<file path="src/rtl/sat_add_arbiter.sv">
// sat_add_arbiter
//
// Purpose:
//   Shares a single saturating adder between two requesters using a
//   round-robin arbiter. The granted operand pair is summed at full
//   precision (WIDTH+1 bits), clamped to the shared limit _m_max, and
//   registered into a one-entry output buffer. The buffered result is
//   tagged with the id of the requester that produced it. A drain and a
//   new accept may happen on the same edge, so the block sustains one
//   operation per cycle.
//
// Ports:
//   _m_clk        clock, rising edge
//   _m_rst        asynchronous active-high reset
//   _m_req0_valid requester 0 has an operand pair
//   _m_req0_a/b   requester 0 operands (WIDTH bits each)
//   _m_req1_valid requester 1 has an operand pair
//   _m_req1_a/b   requester 1 operands (WIDTH bits each)
//   _m_max        saturation limit, sampled on the accepting edge
//   _m_out_ready  consumer takes the buffered result this cycle
//   __output      packed {req0_ready, req1_ready, out_valid, out_id,
//                 out_sat, out_data[WIDTH-1:0]}, MSB first

module sat_add_arbiter #(
  parameter int WIDTH = 8
) (
  input  logic             _m_clk,
  input  logic             _m_rst,
  input  logic             _m_req0_valid,
  input  logic [WIDTH-1:0] _m_req0_a,
  input  logic [WIDTH-1:0] _m_req0_b,
  input  logic             _m_req1_valid,
  input  logic [WIDTH-1:0] _m_req1_a,
  input  logic [WIDTH-1:0] _m_req1_b,
  input  logic [WIDTH-1:0] _m_max,
  input  logic             _m_out_ready,
  output logic [WIDTH+4:0] __output
);

  logic             out_valid;
  logic             out_id;
  logic             out_sat;
  logic [WIDTH-1:0] out_data;
  logic             last;

  logic             free;
  logic             grant;
  logic             req0_ready;
  logic             req1_ready;
  logic             accept;
  logic [WIDTH-1:0] sel_a;
  logic [WIDTH-1:0] sel_b;
  logic [WIDTH:0]   sum;
  logic             sum_sat;

  // The buffer can take a new result when it is empty or is being drained
  // on this same edge.
  assign free = !out_valid || _m_out_ready;

  // Round-robin grant: a lone requester always wins; under contention the
  // requester that was not served most recently wins. With no valid
  // request the grant value is irrelevant because both readys are gated
  // by their valids.
  always_comb begin
    grant = 1'b0;
    if (_m_req0_valid && _m_req1_valid) begin
      grant = !last;
    end else if (_m_req1_valid) begin
      grant = 1'b1;
    end
  end

  assign req0_ready = free && _m_req0_valid && !grant;
  assign req1_ready = free && _m_req1_valid &&  grant;
  assign accept     = req0_ready || req1_ready;

  // Operands of the granted requester feed the single shared adder.
  assign sel_a = grant ? _m_req1_a : _m_req0_a;
  assign sel_b = grant ? _m_req1_b : _m_req0_b;

  // The extra bit keeps the carry-out so a wrapped sum is still seen as
  // exceeding the limit.
  assign sum     = {1'b0, sel_a} + {1'b0, sel_b};
  assign sum_sat = sum > {1'b0, _m_max};

  // Output buffer and round-robin pointer. An accept always wins over a
  // drain, which gives back-to-back replacement. `last` only moves on an
  // accept, so stalls and idle cycles leave the arbitration order intact.
  // Reset sets `last` to 1 so requester 0 wins the first contested cycle.
  always_ff @(posedge _m_clk or posedge _m_rst) begin
    if (_m_rst) begin
      out_valid <= 1'b0;
      out_id    <= 1'b0;
      out_sat   <= 1'b0;
      out_data  <= '0;
      last      <= 1'b1;
    end else if (accept) begin
      out_valid <= 1'b1;
      out_id    <= grant;
      out_sat   <= sum_sat;
      out_data  <= sum_sat ? _m_max : sum[WIDTH-1:0];
      last      <= grant;
    end else if (out_valid && _m_out_ready) begin
      out_valid <= 1'b0;
    end
  end

  assign __output = {req0_ready, req1_ready, out_valid, out_id, out_sat, out_data};

endmodule

</file>
<file path="config.mk">
export PLATFORM = sky130hd
export DESIGN_NAME = sat_add_arbiter
export DESIGN_NICKNAME = d
export VERILOG_FILES = /design/src/rtl/sat_add_arbiter.sv
export SDC_FILE = /design/constraint.sdc
export NUM_CORES = 1
export LEC_CHECK = 0
export ABC_AREA = 1
export ABC_CLOCK_PERIOD_IN_PS = 8900
export CORE_MARGIN = 1.5
export CORE_UTILIZATION = 30
export CTS_CLUSTER_DIAMETER = 100
export DETAILED_ROUTE_END_ITERATION = 12
export SETUP_SLACK_MARGIN = 0.2
export SLEW_MARGIN = 40
export SYNTH_ARGS = -nofsm -noshare
export SYNTH_HDL_FRONTEND = slang
export SYNTH_SLANG_ARGS = --single-unit
</file>
<file path="constraint.sdc">
create_clock -name _m_clk -period 8.9 [get_ports _m_clk]
set_clock_uncertainty 0.05 [all_clocks]
set_input_delay 1.78 -clock _m_clk [delete_from_list [all_inputs] [get_ports _m_clk]]
set_output_delay 1.78 -clock _m_clk [all_outputs]
set_load 0.005 [all_outputs]
</file>
=== Word-level counts from Yosys, hierarchy flattened ===
Index checks and enable logic that the tools add are counted.

* Register bits after elaboration: 12
* Latch bits: 0
* Bits in writable memories: 0
* Bits in read-only memories: 0
* Bits of input ports: 45
* Output and inout port bits: 13
* Logic and storage cells: 26
* Memories: 0

* Add/sub/neg operators: 1
* Multiply operators: 0
* Div/mod/pow operators: 0
* Order comparisons: 1
* Eq/ne operators: 0
* Shift-type cells: 0
* Muxes and demuxes: 7
* Bitwise operators: 0
* Reductions and logical operators: 12

{| class="wikitable"
|+ Operators with widths
! kind !! number
|-
| two-way mux 8 bit || 3
|-
| adder 8 x 8 -> 9 bit || 1
|-
| > comparator 9 x 8 -> 1 bit || 1
|-
| logical AND 1 bit || 6
|-
| two-way mux 1 bit || 4
|-
| logical NOT 1 bit || 3
|-
| logical OR 1 bit || 2
|-
| nonzero test 2 bit || 1
|}

=== Longest topological paths before layout ===
* Word-level depth: 6
* Gate-level depth with buffers: 23
* Depth with buffers taken out: 22

=== Worst setup path after synthesis ===
Ideal clock, no wire load.

* Kind: input to register
* Start: input _m_req0_valid
* End: register out_data[2]
* Library setup time: 117 ps
* Arrival: 4596 ps
* Data required time: 8733 ps
* Path slack: 4137 ps
* Cell stages on the path: 22
* Path buffers: 1
* Cells stage by stage: nand2_1 -> nand2_2 -> buf_4 -> mux2_2 -> ha_1 -> fa_1 -> nand2_4 -> nand3_4 -> xor2_1 -> inv_1 -> ha_1 -> nand2_1 -> nor2_1 -> nand2_1 -> nand3_1 -> nand2_1 -> nand2_1 -> nand2_2 -> nand2_4 -> nand2_1 -> nand3_1 -> nand2_1

* Word-level cells in the longest chain between the ends: 6
* Elaborated cells between the ends (all ways): 12
* Those cells by class: add/sub: 1; order compare: 1; mux: 4; reduce/logical: 6

{| class="wikitable"
|+ RTL lines
! element !! RTL line !! text
|-
| start: declaration || 29 || <nowiki>input logic _m_req0_valid,</nowiki>
|-
| logical AND 1 bit || 66 || <nowiki>if (_m_req0_valid && _m_req1_valid) begin</nowiki>
|-
| two-way mux 1 bit || 66 ||
|-
| two-way mux 8 bit, on equally long branches || 78, 79 ||
|-
| adder 8 x 8 -> 9 bit || 83 || <nowiki>assign sum = {1'b0, sel_a} + {1'b0, sel_b};</nowiki>
|-
| > comparator 9 x 8 -> 1 bit || 84 || <nowiki>assign sum_sat = sum > {1'b0, _m_max};</nowiki>
|-
| two-way mux 8 bit || 101 || <nowiki>out_data <= sum_sat ? _m_max : sum[WIDTH-1:0];</nowiki>
|-
| end signal: assignment || 101 ||
|-
| end: declaration || 43 || <nowiki>logic [WIDTH-1:0] out_data;</nowiki>
|}

Several ways; a longest one is shown, not always the timed one.
A chain may end at the register's enable or synchronous reset.

=== Worst setup path in the final report ===
* Start: input _m_req0_valid
* End: register out_data[3]

Same word-level chain as after synthesis.

==> impl_metrics.prom <==
# TYPE chip_impl_metric gauge
chip_impl_metric{name="synth_seq_area_share",unit="%"} 20.1
chip_impl_metric{name="worst-endpoint-required",unit="ns"} 8.97
chip_impl_metric{name="number_of_register_bits_inferred_by_synthesis",unit=""} 12
chip_impl_metric{name="clock_latency",unit="ns"} 0.23
chip_impl_info{name="worst_setup_path_end_kind",value="register"} 1
chip_impl_metric{name="finalSetupViolCount",unit=""} 0
chip_impl_metric{name="layout.cell_area.non_filler",unit="µm²"} 2150
chip_impl_metric{name="grt-ovfl-total",unit=""} 0
chip_impl_metric{name="place_area",unit="µm²"} 2110
chip_impl_info{name="synthMostInstantiatedCell",value="nand2_1"} 1
chip_impl_metric{name="cts_resized",unit=""} 0
chip_impl_metric{name="number_of_hold_repair_buffers_added_at_the_cts_stage",unit=""} 0
chip_impl_metric{name="leakagePower",unit="µW"} 0.00110
chip_impl_metric{name="cp_max_fo",unit=""} 17
chip_impl_info{name="cts.root.buffer_cell",value="clkbuf_8"} 1
chip_impl_metric{name="arrival_time_of_data_at_the_critical_path_endpoint",unit="ns"} 5.36
chip_impl_metric{name="wl",unit="µm"} 3180
chip_impl_metric{name="power_density",unit="nW/µm²"} 172
chip_impl_metric{name="die_area",unit="µm²"} 5430
chip_impl_info{name="yosys_most_used_dff",value="dfrtp_1"} 1
chip_impl_metric{name="max-vdd-ir-drop",unit="µV"} 58.4
chip_impl_metric{name="finalCriticalPeriod",unit="ns"} 5.29
chip_impl_info{name="status",value="finished clean"} 1
chip_impl_metric{name="post_cts_buffers",unit=""} 0
chip_impl_metric{name="drive_above_1_share",unit="%"} 14.2
chip_impl_info{name="synth_top_cells_by_count",value="nand2_1 (63), inv_1 (34), nand3_1 (22)"} 1
chip_impl_info{name="synthDominantAreaCellType",value="dfrtp_1"} 1
chip_impl_metric{name="fin_cells",unit=""} 327
chip_impl_metric{name="fin_tns_setup",unit="ns"} 0
chip_impl_metric{name="grt_max_degree",unit=""} 18
chip_impl_metric{name="synth_enable_flop_cells",unit=""} 0
chip_impl_metric{name="design.final.nets",unit=""} 323
chip_impl_metric{name="first_pass_grt_wire_length",unit="µm"} 5620
chip_impl_metric{name="worst_slew_pin_slew",unit="ns"} 0.439
chip_impl_metric{name="timing.final.hold_violations",unit=""} 0
chip_impl_metric{name="grt_antenna_before_repair",unit=""} 0
chip_impl_metric{name="postSynthCellCount",unit=""} 205
chip_impl_metric{name="report.final.slew_viol_count",unit=""} 0
chip_impl_metric{name="number_of_violations_of_the_max_capacitance_limit",unit=""} 0
chip_impl_metric{name="rows",unit=""} 25
chip_impl_metric{name="numPlacedInstances",unit=""} 323
chip_impl_metric{name="synth-warning-count",unit=""} 0
chip_impl_metric{name="drt_iter0_markers",unit=""} 46
chip_impl_metric{name="first_global_vias",unit=""} 1376
chip_impl_metric{name="place_congestion",unit=""} 0.734
chip_impl_metric{name="starting_density_of_the_core",unit="%"} 31.5
chip_impl_info{name="rsz0062_at_grt",value="no"} 1
chip_impl_metric{name="via_per_inst",unit=""} 4.36
chip_impl_metric{name="count_of_different_cell_masters_after_synthesis",unit=""} 28
chip_impl_metric{name="layout.core_utilization",unit="%"} 45.3
chip_impl_metric{name="dpl.hpwl",unit="µm"} 2800
chip_impl_metric{name="fp.dieH",unit="µm"} 73.7
chip_impl_info{name="cts_tree",value="yes"} 1
chip_impl_metric{name="slew-limit-headroom",unit="%"} 70.7
chip_impl_metric{name="synth_top_area_share",unit="%"} 18.4
chip_impl_metric{name="clock_sinks",unit=""} 12
chip_impl_metric{name="area_delta_synth_final",unit="%"} 43.7
chip_impl_metric{name="diodes",unit=""} 0
chip_impl_metric{name="syn_avg_cell_area",unit="µm²"} 7.31
chip_impl_metric{name="max-clock-path-buffers",unit=""} 2
chip_impl_metric{name="global_route.usage.total",unit="%"} 13.1
chip_impl_metric{name="syn_area",unit="µm²"} 1500
chip_impl_metric{name="io-pin-count",unit=""} 58
chip_impl_metric{name="drt.antenna.violating_nets",unit=""} 0
chip_impl_info{name="netlist_top_cells_area",value="dfrtp_1 (18%), nand2_1 (16%), ha_1 (13%)"} 1
chip_impl_metric{name="fmax",unit="MHz"} 189
chip_impl_info{name="startpoint_type",value="primary input"} 1
chip_impl_metric{name="fin_crit_sh",unit="%"} 59.4
chip_impl_metric{name="worst_setup_hold_path_clk_slew",unit="ns"} 0.05
chip_impl_metric{name="dr.pass1.iters",unit=""} 4
chip_impl_metric{name="mappedNetlistNets",unit=""} 267
chip_impl_metric{name="buffer_ports.inserted",unit=""} 57
chip_impl_info{name="timing.setup.critical_path_class",value="primary input to register"} 1
chip_impl_metric{name="total_via_count_in_the_routed_design",unit=""} 1425
chip_impl_metric{name="die_width",unit="µm"} 73.7
chip_impl_metric{name="core_region_area",unit="µm²"} 4750
chip_impl_metric{name="post-route-drc-count",unit=""} 0
chip_impl_metric{name="cts_inserted_buffers",unit=""} 3
chip_impl_metric{name="htree_num_levels",unit=""} 1
chip_impl_metric{name="post_drt_wl_per_cell",unit="µm"} 9.74
chip_impl_metric{name="synthArstFlopShare",unit="%"} 100
chip_impl_metric{name="p_total",unit="µW"} 370
chip_impl_metric{name="reg2reg_slack",unit="ns"} 5.16
chip_impl_info{name="timing.hold.worst.class",value="register to register"} 1
[worst max-delay path, stage by stage]
cell	delay (ns)
clkdlybuf4s50_1	0.50
nand2_1	0.10
nand2_2	0.32
mux2_2	0.39
ha_1	0.24
fa_1	0.46
nand2_4	0.11
nand3_4	0.07
xor2_1	0.19
inv_1	0.07
ha_1	0.29
nand2_1	0.06
inv_1	0.07
nand2_1	0.05
nand3_1	0.07
nand2_1	0.05
nand2_1	0.06
nand2_2	0.14
nand2_4	0.13
nand2_1	0.06
nand3_1	0.08
nand2_1	0.05
[sequential cells by signal, indices dropped and copies added, names as in the netlist]
register   cells
last           1
out_data       8
out_id         1
out_sat        1
out_valid      1
[cells by family (layout without fill, tap and decap cells)]
kind of cell / after synthesis / in the layout / synth area share, %
mux: 16 / 16 / 12.0
xor+xnor: 3 / 3 / 1.75
flops: 12 / 12 / 20.1
buf+inv: 43 / 98 / 12.6
fa+ha+maj: 17 / 17 / 14.7
compound gates: 10 / 10 / 5.84
simple gates: 104 / 104 / 33.0
[layer usage]
metal | track usage, % | up-vias | part of all wire (%)
li1 | - | 760 | -
met1 | 14.8 | 617 | 45
met2 | 24.9 | 46 | 49
met3 | 1.23 | 2 | 5.9
met4 | 5.14 | 0 | 0.57
met5 | 0 | - | 0
[worst paths after layout]
| path | from | to | depth (start not counted) |
|---|---|---|---|
| min in group asynchronous | _m_rst | out_data[0] | 2 |
| worst min-delay path | last | last | 2 |
| worst max-delay path | _m_req0_valid | out_data[3] | 22 |
| max in group asynchronous | _m_rst | last | 2 |
| worst max register to register | last | out_data[3] | 21 |
| worst min register to register | last | last | 2 |
[cell type report]
| type | count | area [µm²] |
|---|---|---|
| inverters | 37 | 144 |
| flip-flops and latches | 12 | 302 |
| clock buffers | 4 | 45.0 |
| multi-input cells | 150 | 1010 |
| well taps | 67 | 83.8 |
| repair buffers | 57 | 571 |
| fillers | 515 | 2600 |
[power by group]
group | internal, µW | switching, µW | leakage [µW]
sequential | 76.7 | 10.3 | 0.000140
clock | 31.4 | 17.8 | 0.0000228
combinational | 118 | 116 | 0.000939
[stage by stage]
step,hold WS (ns),worst slack (ns)
6_report,0.416,3.61
4_1_cts,0.414,3.60
2_1_floorplan,0.392,4.14
5_1_grt,0.433,3.16
3_3_place_gp,0.405,3.45
3_5_place_dp,0.407,3.36
[cell usage in the layout (no fill, tap or decap), drive strengths merged]
| master | netlist | layout |
|---|---|---|
| mux2 | 16 | 16 |
| clkbuf | 0 | 4 |
| dfstp | 1 | 1 |
| and3 | 1 | 1 |
| a21oi | 7 | 7 |
| dfrtp | 11 | 11 |
| nand4 | 3 | 3 |
| ha | 16 | 16 |
| clkdlybuf4s50 | 0 | 57 |
| nand3 | 23 | 23 |
| a31oi | 1 | 1 |
| xor2 | 3 | 3 |
| o21ai | 1 | 1 |
| nand2 | 68 | 68 |
| inv | 37 | 37 |
| nor2 | 8 | 8 |
| a21o | 1 | 1 |
| fa | 1 | 1 |
| nand3b | 1 | 1 |
Note: power is estimated with default switching activity, not from simulation.
